File: config.mk
export PLATFORM = sky130hd
export DESIGN_NAME = load_store_unit
export DESIGN_NICKNAME = d
export VERILOG_FILES = /design/src/rtl/load_store_unit.sv
export SDC_FILE = /design/constraint.sdc
export NUM_CORES = 1
export LEC_CHECK = 0
export CELL_PAD_IN_SITES_DETAIL_PLACEMENT = 1
export CELL_PAD_IN_SITES_GLOBAL_PLACEMENT = 1
export CORE_UTILIZATION = 33
export DETAILED_ROUTE_END_ITERATION = 7
export GPL_TIMING_DRIVEN = 1
export PLACE_DENSITY_LB_ADDON = 0.15
export SYNTH_ARGS = -nofsm -noshare
export SYNTH_HDL_FRONTEND = slang
export SYNTH_SLANG_ARGS = --single-unit
File: constraint.sdc
create_clock -name clk -period 4.35 [get_ports clk]
set_input_delay 0.6525 -clock clk [delete_from_list [all_inputs] [get_ports clk]]
set_output_delay 0.6525 -clock clk [all_outputs]
set_load 0.005 [all_outputs]
File: src/rtl/load_store_unit.sv
`default_nettype none
// ============================================================================
// Module   : load_store_unit
// Brief    : RISC-V byte/half/word load-store stage over a req/ack data bus.
// Revision : 1.0
// ============================================================================
module load_store_unit #(
  parameter int TIMEOUT_CYCLES = 16,
  parameter int CNT_W          = 5
) (
  input  logic        clk,
  input  logic        reset,
  input  logic        mem_read,
  input  logic        mem_write,
  input  logic [2:0]  funct3,
  input  logic [31:0] addr,
  input  logic [31:0] store_data,
  output logic [31:0] load_data,
  output logic        done,
  output logic        stall,
  output logic        misaligned,
  output logic        bus_fault,
  output logic        dmem_req,
  output logic        dmem_we,
  output logic [31:0] dmem_addr,
  output logic [31:0] dmem_wdata,
  output logic [3:0]  dmem_be,
  input  logic [31:0] dmem_rdata,
  input  logic        dmem_ack
);

  localparam logic [1:0]       S_IDLE     = 2'd0;
  localparam logic [1:0]       S_REQ      = 2'd1;
  localparam logic [1:0]       S_DONE     = 2'd2;
  localparam logic [CNT_W-1:0] C_CNT_LAST = CNT_W'(TIMEOUT_CYCLES - 1);

  logic [1:0]       r_state;
  logic [CNT_W-1:0] r_cnt;
  logic [2:0]       r_funct3;
  logic [1:0]       r_off;
  logic             r_we;
  logic [31:0]      r_addr;
  logic [31:0]      r_wdata;
  logic [3:0]       r_be;
  logic [31:0]      r_load;
  logic             r_done;
  logic             r_mis;
  logic             r_fault;

  logic             w_access;
  logic             w_illegal;
  logic [3:0]       w_be;
  logic [31:0]      w_wdata;
  logic [7:0]       w_byte;
  logic [15:0]      w_half;
  logic [31:0]      w_load;

  assign w_access = mem_read | mem_write;

  // A store beats a simultaneous load, so only mem_write selects the store rules.
  always_comb begin
    w_illegal = (funct3[1:0] == 2'b11)
              | ((funct3[1:0] == 2'b01) & addr[0])
              | ((funct3[1:0] == 2'b10) & (addr[1:0] != 2'b00))
              | (mem_write & funct3[2]);
    w_be    = 4'b1111;
    w_wdata = store_data;
    case (funct3[1:0])
      2'b00: begin
        w_wdata = {4{store_data[7:0]}};
        if (mem_write) w_be = 4'b0001 << addr[1:0];
      end
      2'b01: begin
        w_wdata = {2{store_data[15:0]}};
        if (mem_write) w_be = addr[1] ? 4'b1100 : 4'b0011;
      end
      default: begin
        w_wdata = store_data;
        w_be    = 4'b1111;
      end
    endcase
  end

  always_comb begin
    w_byte = dmem_rdata[7:0];
    case (r_off)
      2'd0:    w_byte = dmem_rdata[7:0];
      2'd1:    w_byte = dmem_rdata[15:8];
      2'd2:    w_byte = dmem_rdata[23:16];
      default: w_byte = dmem_rdata[31:24];
    endcase
    w_half = r_off[1] ? dmem_rdata[31:16] : dmem_rdata[15:0];
    case (r_funct3[1:0])
      2'b00:   w_load = r_funct3[2] ? {24'd0, w_byte} : {{24{w_byte[7]}}, w_byte};
      2'b01:   w_load = r_funct3[2] ? {16'd0, w_half} : {{16{w_half[15]}}, w_half};
      default: w_load = dmem_rdata;
    endcase
  end

  always_ff @(posedge clk or posedge reset) begin
    if (reset) begin
      r_state  <= S_IDLE;
      r_cnt    <= '0;
      r_funct3 <= 3'd0;
      r_off    <= 2'd0;
      r_we     <= 1'b0;
      r_addr   <= 32'd0;
      r_wdata  <= 32'd0;
      r_be     <= 4'd0;
      r_load   <= 32'd0;
      r_done   <= 1'b0;
      r_mis    <= 1'b0;
      r_fault  <= 1'b0;
    end else begin
      r_done  <= 1'b0;
      r_mis   <= 1'b0;
      r_fault <= 1'b0;
      case (r_state)
        S_IDLE: begin
          if (w_access) begin
            if (w_illegal) begin
              r_state <= S_DONE;
              r_done  <= 1'b1;
              r_mis   <= 1'b1;
              r_load  <= 32'd0;
            end else begin
              r_state  <= S_REQ;
              r_cnt    <= '0;
              r_funct3 <= funct3;
              r_off    <= addr[1:0];
              r_we     <= mem_write;
              r_addr   <= {addr[31:2], 2'b00};
              r_wdata  <= w_wdata;
              r_be     <= w_be;
            end
          end
        end
        S_REQ: begin
          // Ack is tested first so a last-cycle ack still completes normally.
          if (dmem_ack) begin
            r_state <= S_DONE;
            r_done  <= 1'b1;
            r_load  <= r_we ? 32'd0 : w_load;
          end else if (r_cnt == C_CNT_LAST) begin
            r_state <= S_DONE;
            r_done  <= 1'b1;
            r_fault <= 1'b1;
            r_load  <= 32'd0;
          end else begin
            r_cnt <= r_cnt + CNT_W'(1);
          end
        end
        S_DONE:  r_state <= S_IDLE;
        default: r_state <= S_IDLE;
      endcase
    end
  end

  assign stall      = ((r_state == S_IDLE) & w_access) | (r_state == S_REQ);
  assign dmem_req   = (r_state == S_REQ);
  assign dmem_we    = r_we;
  assign dmem_addr  = r_addr;
  assign dmem_wdata = r_wdata;
  assign dmem_be    = r_be;
  assign load_data  = r_load;
  assign done       = r_done;
  assign misaligned = r_mis;
  assign bus_fault  = r_fault;

endmodule
`default_nettype wire

== Word level (Yosys, flattened, before mapping) ==
Cells that the tools add are included.

* Output and inout bits: 106
* Memories: 0
* Register bits: 114
* Memory bits (read-only): 0
* Latch bits: 0
* Word-level logic and storage cells: 82
* RAM bits: 0

* Magnitude comparators: 0
* Bitwise gates (word level): 10
* Shift operators: 1
* Multiply operators: 0
* Reductions and logical operators: 10
* Add/subtract/negate cells: 1
* Eq/ne operators: 14
* Mux-type cells: 34
* Divide/modulo/power cells: 0

{| class="wikitable"
|+ Operators by type and width
! operator !! count
|-
| $mux W32 || 7
|-
| $pmux W32 S2 || 3
|-
| $pmux W8 S3 || 1
|-
| $mux W5 || 4
|-
| $mux W16 || 1
|-
| $mux W4 || 3
|-
| $ne A2 B2 Y1 const B || 5
|-
| $pmux W5 S2 || 1
|-
| $eq A2 B1 Y1 const B || 4
|-
| $logic_not A2 Y1 || 4
|-
| $mux W2 || 4
|-
| $pmux W4 S2 || 1
|-
| $mux W1 || 7
|-
| $eq A2 B2 Y1 const B || 3
|-
| $add A5 B1 Y5 const B || 1
|-
| $eq A5 B4 Y1 const B || 1
|-
| $or A1 B1 Y1 || 5
|-
| $reduce_and A5 Y1 || 1
|-
| $and A1 B1 Y1 || 4
|-
| $pmux W2 S2 || 1
|-
| $reduce_and A4 Y1 || 1
|-
| $reduce_bool A2 Y1 || 2
|-
| $shl A1 B2 Y4 const A || 1
|-
| $ne A3 B1 Y1 const B || 1
|-
| other kinds (4) || 4
|}

== Logic depth before layout (Yosys ltp) ==
* Depth after elaboration: 8
* Mapped depth: 8
* Gate-level depth less buffers: 8

== Worst setup path after synthesis ==
Ideal clock, no wire load.

* Path type: reg-to-reg
* Start: register r_cnt[0]
* End: register r_cnt[3]
* Data required time: 4.272 ns
* Data arrival time: 2.190 ns
* Stages on the path, launching flop included: 8
* Setup time: 0.078 ns
* Clock period less this slack: 2.268 ns
* Slack: 2.082 ns
* Path through: dfrtp_1 ha_1 and3_1 ha_1 or4b_4 o21a_4 or4_1 a21boi_1

* Cells in the longest elaborated chain, start to end: 4
* Elaborated cells on any way between the ends: 7
* Classes of those cells: add/sub: 1; eq/ne: 2; mux: 3; reduce/logical: 1

{| class="wikitable"
|+ Ends and longest elaborated chain
! item !! line !! text
|-
| start: declaration || 38 || <nowiki>logic [CNT_W-1:0] r_cnt;</nowiki>
|-
| start signal: assignment || 150 || <nowiki>r_cnt <= r_cnt + CNT_W'(1);</nowiki>
|-
| $add A5 B1 Y5 || 150 ||
|-
| $mux W5 || 144 || <nowiki>end else if (r_cnt == C_CNT_LAST) begin</nowiki>
|-
| $mux W5 || 140 || <nowiki>if (dmem_ack) begin</nowiki>
|-
| $pmux W5 S2 || 118 || <nowiki>case (r_state)</nowiki>
|}

Several ways; a longest one is shown, not always the timed one. The select of a mux whose other input is x is not followed.
A chain may end at the register's enable or synchronous reset.

== Final worst setup path ==
* Start: input port mem_write
* End: output port stall

* Cells in the longest elaborated chain, start to end: 3

{| class="wikitable"
|+ Ends and longest elaborated chain
! item !! line !! text
|-
| start: declaration || 14 || <nowiki>input logic mem_write,</nowiki>
|-
| $or A1 B1 Y1 || 58 || <nowiki>assign w_access = mem_read | mem_write;</nowiki>
|-
| $and A1 B1 Y1 || 159 || <nowiki>assign stall = ((r_state == S_IDLE) & w_access) | (r_state == S_REQ);</nowiki>
|-
| $or A1 B1 Y1 || 159 ||
|-
| end: declaration || 20 || <nowiki>output logic stall,</nowiki>
|}

Every way passes these cells.

==> results.json <==
{
  "nNetsFinal": 781,
  "seq_area_um2": 2850,
  "io_pins": 210,
  "dr.pass1.iters": 4,
  "vias": 4674,
  "cts_resized": 0,
  "ys_warn_count": 0,
  "maxCapViolCount": 0,
  "critical_path.startpoint": "mem_write",
  "yosysTopAreaCell": "dfrtp_1",
  "swShare_pct": 32.0,
  "arrival_ns": 1.99,
  "hold_viol_final": 0,
  "setup_violations": 0,
  "endpoint_kind": "primary output",
  "die-area_um2": 17000,
  "hold_buffers": 0,
  "ant_nets": 0,
  "ys_top_cells_by_area": "dfrtp_1 52%, mux2_1 5.4%, mux2_2 5.0%",
  "fin_tns_setup_ns": 0,
  "syn_inst": 478,
  "wl_um": 17400,
  "cts_sinks": 114,
  "timing.rr.start": "r_cnt[0]$_DFFE_PP0P_",
  "grt_pass1_wl_um": 27600,
  "critical_path_class": "in -> out",
  "synth_top_cell_area_share_pct": 52.5,
  "num_antenna_cells": 0,
  "mappedNetlistArea_um2": 5440,
  "rsz0062_at_grt": "no",
  "worst_pin_slew_ns": 0.968,
  "synth_edf_count": 0,
  "period_share_pct": 60.7,
  "clk_latency_ns": 0.41,
  "h-tree-depth": 4,
  "post-route-min-period_ns": 2.64,
  "initial_utilization_pct": 34.0,
  "status": "finished, final reports clean",
  "switchingPower_mw": 1.76,
  "cts_buffer_depth": 2,
  "post-route-util_pct": 51.5,
  "syn_area_per_cell_um2": 11.4,
  "drc": 0,
  "relSlewSlack_pct": 35.5,
  "critPathMaxFanout": 9,
  "p_per_area_nw_per_um2": 669,
  "start_kind": "primary input",
  "hold_path.class": "reg -> reg",
  "hpwl_um": 12800,
  "area_growth_pct": 51.5,
  "avgViaCountPerCell": 5.18,
  "rows": 46,
  "p_comb_share_pct": 42.5,
  "clk_pin_slew_ns": 0.05,
  "drv_slew": 0,
  "ys_ff_latch": 114,
  "grtUsageTotal_pct": 21.6,
  "async_flop_share_pct": 100,
  "max_freq_ghz": 0.379,
  "power_frac_clock_pct": 22.9,
  "globalRoute.totalOverflow": 0,
  "clock_skew_ns": 0.00757,
  "p_leak_nw": 3.49,
  "pwr-share-seq_pct": 34.6,
  "core_um2": 16000,
  "drtIter0Drc": 129,
  "ys.flop_type": "dfrtp_1",
  "place_congestion": 0.758,
  "root_buffer": "clkbuf_16",
  "fillers": 1731,
  "io_buffers": 207,
  "ys_types": 50,
  "internal_power_mw": 3.74,
  "hp-start": "dmem_wdata[19]$_DFFE_PP0P_",
  "post_drt_wl_per_cell_um": 19.3,
  "cts_setup_buffers": 0,
  "die_width_um": 130,
  "cts_made_buffers": 17,
  "seq_area_frac_synth_pct": 52.5,
  "drive_gt1_share_pct": 9.91,
  "p_total_mw": 5.51,
  "critPathRequiredTime_ns": 3.70,
  "grt_pass1_vias": 5164,
  "antenna_found_initial": 1,
  "tritoncts": "yes",
  "grt_max_degree": 104,
  "die_height_um": 130,
  "multi_input_area_um2": 2340,
  "vdd_drop_max_uv": 285
}
[per-stage QoR]
step	instances	cell area (µm²)	worst slack (ns)	hold WS [ns]
after floorplan	479	5440	0.682	0.473
after global placement	872	7700	1.41	0.464
after detailed placement	872	7700	1.33	0.479
after CTS	902	8240	1.70	0.491
after global routing	902	8240	1.65	0.510
final	902	8240	1.71	0.481
[cells in the final DEF, fill, tap and decap left out, types with 3 or more instances in the layout]
master,n
o21ai_1,12
dfrtp_1,114
o22ai_1,4
nor2b_1,5
clkinv_2,4
a221o_1,23
o21bai_1,6
o21ai_0,25
clkbuf_16,17
buf_4,8
a221oi_1,4
clkbuf_1,3
nor3_1,11
o2bb2ai_1,3
mux2_2,24
clkbuf_8,5
clkdlybuf4s50_1,207
or3_1,7
mux2i_1,24
nor2_1,9
a21oi_1,21
a21o_1,7
nand2b_1,11
nand2_1,27
o211ai_1,6
nand3b_1,6
mux2_1,26
inv_1,22
a32o_1,13
[critical path, cell delays in order]
cell	delay [ns]
clkdlybuf4s50_1	0.64
nor3_1	0.10
nor2_1	0.09
clkdlybuf4s50_1	0.50
[cells in the mapped netlist, types with 2 or more instances]
library cell	number
dfrtp_1	114
nand2_1	27
mux2_1	26
o21ai_0	25
mux2_2	24
mux2i_1	24
a221o_1	23
inv_1	23
a21oi_1	21
clkbuf_1	19
a32o_1	13
buf_2	12
o21ai_1	12
nand2b_1	11
nor3_1	11
nor2_1	9
a21o_1	7
or3_1	7
nand3b_1	6
o211ai_1	6
o21bai_1	6
nor2b_1	5
a221oi_1	4
buf_1	4
o22ai_1	4
buf_4	3
o2bb2ai_1	3
a22o_1	2
and3_1	2
ha_1	2
nand3_1	2
o31ai_1	2
or2_1	2
[state kept, by name, indices dropped and copies added (netlist names)]
name and flops:
dmem_wdata 32, r_off 2, r_cnt 5, dmem_addr 30
dmem_we 1, dmem_be 4, misaligned 1, load_data 32
done 1, r_funct3 3, bus_fault 1, r_state 2
[metal layers]
metal | share of wire, % | vias to the layer above | track usage [%]
li1 | - | 2146 | -
met1 | 40 | 2331 | 24.9
met2 | 48 | 161 | 35.5
met3 | 8.5 | 34 | 8.32
met4 | 2.9 | 2 | 9.87
met5 | 0.063 | - | 0
[final timing paths]
| path | slack (ns) | cells past startpoint | endpoint |
|---|---|---|---|
| worst max-delay path | 1.71 | 4 | stall |
| worst min-delay path | 0.48 | 2 | dmem_wdata[19]$_DFFE_PP0P_ |
| worst max register to register | 1.90 | 7 | r_cnt[3]$_DFFE_PP0P_ |
| worst min register to register | 0.48 | 2 | dmem_wdata[19]$_DFFE_PP0P_ |
| max in group asynchronous | 2.67 | 3 | dmem_addr[17]$_DFFE_PP0P_ |
| min in group asynchronous | 0.79 | 2 | dmem_addr[26]$_DFFE_PP0P_ |
[kinds of logic after synthesis]
kind of cell,count (synthesis),share of synthesized area [%]
adder cells (fa/ha/maj),2,0.460
AND/OR/NAND/NOR,89,8.77
multiplexers,74,14.8
AO/OA/AOI/OAI,136,18.6
buffers and inverters,62,4.90
flip-flops,114,52.5
other,1,0.0690
[power groups by stage]
stage / registers [mW] / logic (mW) / clock network (mW)
after floorplan: 1.86 / 1.03 / 0
after global placement: 1.89 / 2.28 / 0
after detailed placement: 1.92 / 2.35 / 0
after CTS: 1.92 / 2.37 / 1.29
after global routing: 1.98 / 2.55 / 1.34
final: 1.91 / 2.34 / 1.26
[cell type report]
class                   count  share of cell area, %
repair buffers            216                   26.1
clock inverters             5                  0.334
flip-flops and latches    114                   34.6
well taps                 216                   3.28
clock buffers              25                   6.14
multi-input cells         303                   28.4
inverters                  23                   1.08
Power figures use the tool's default switching activity.
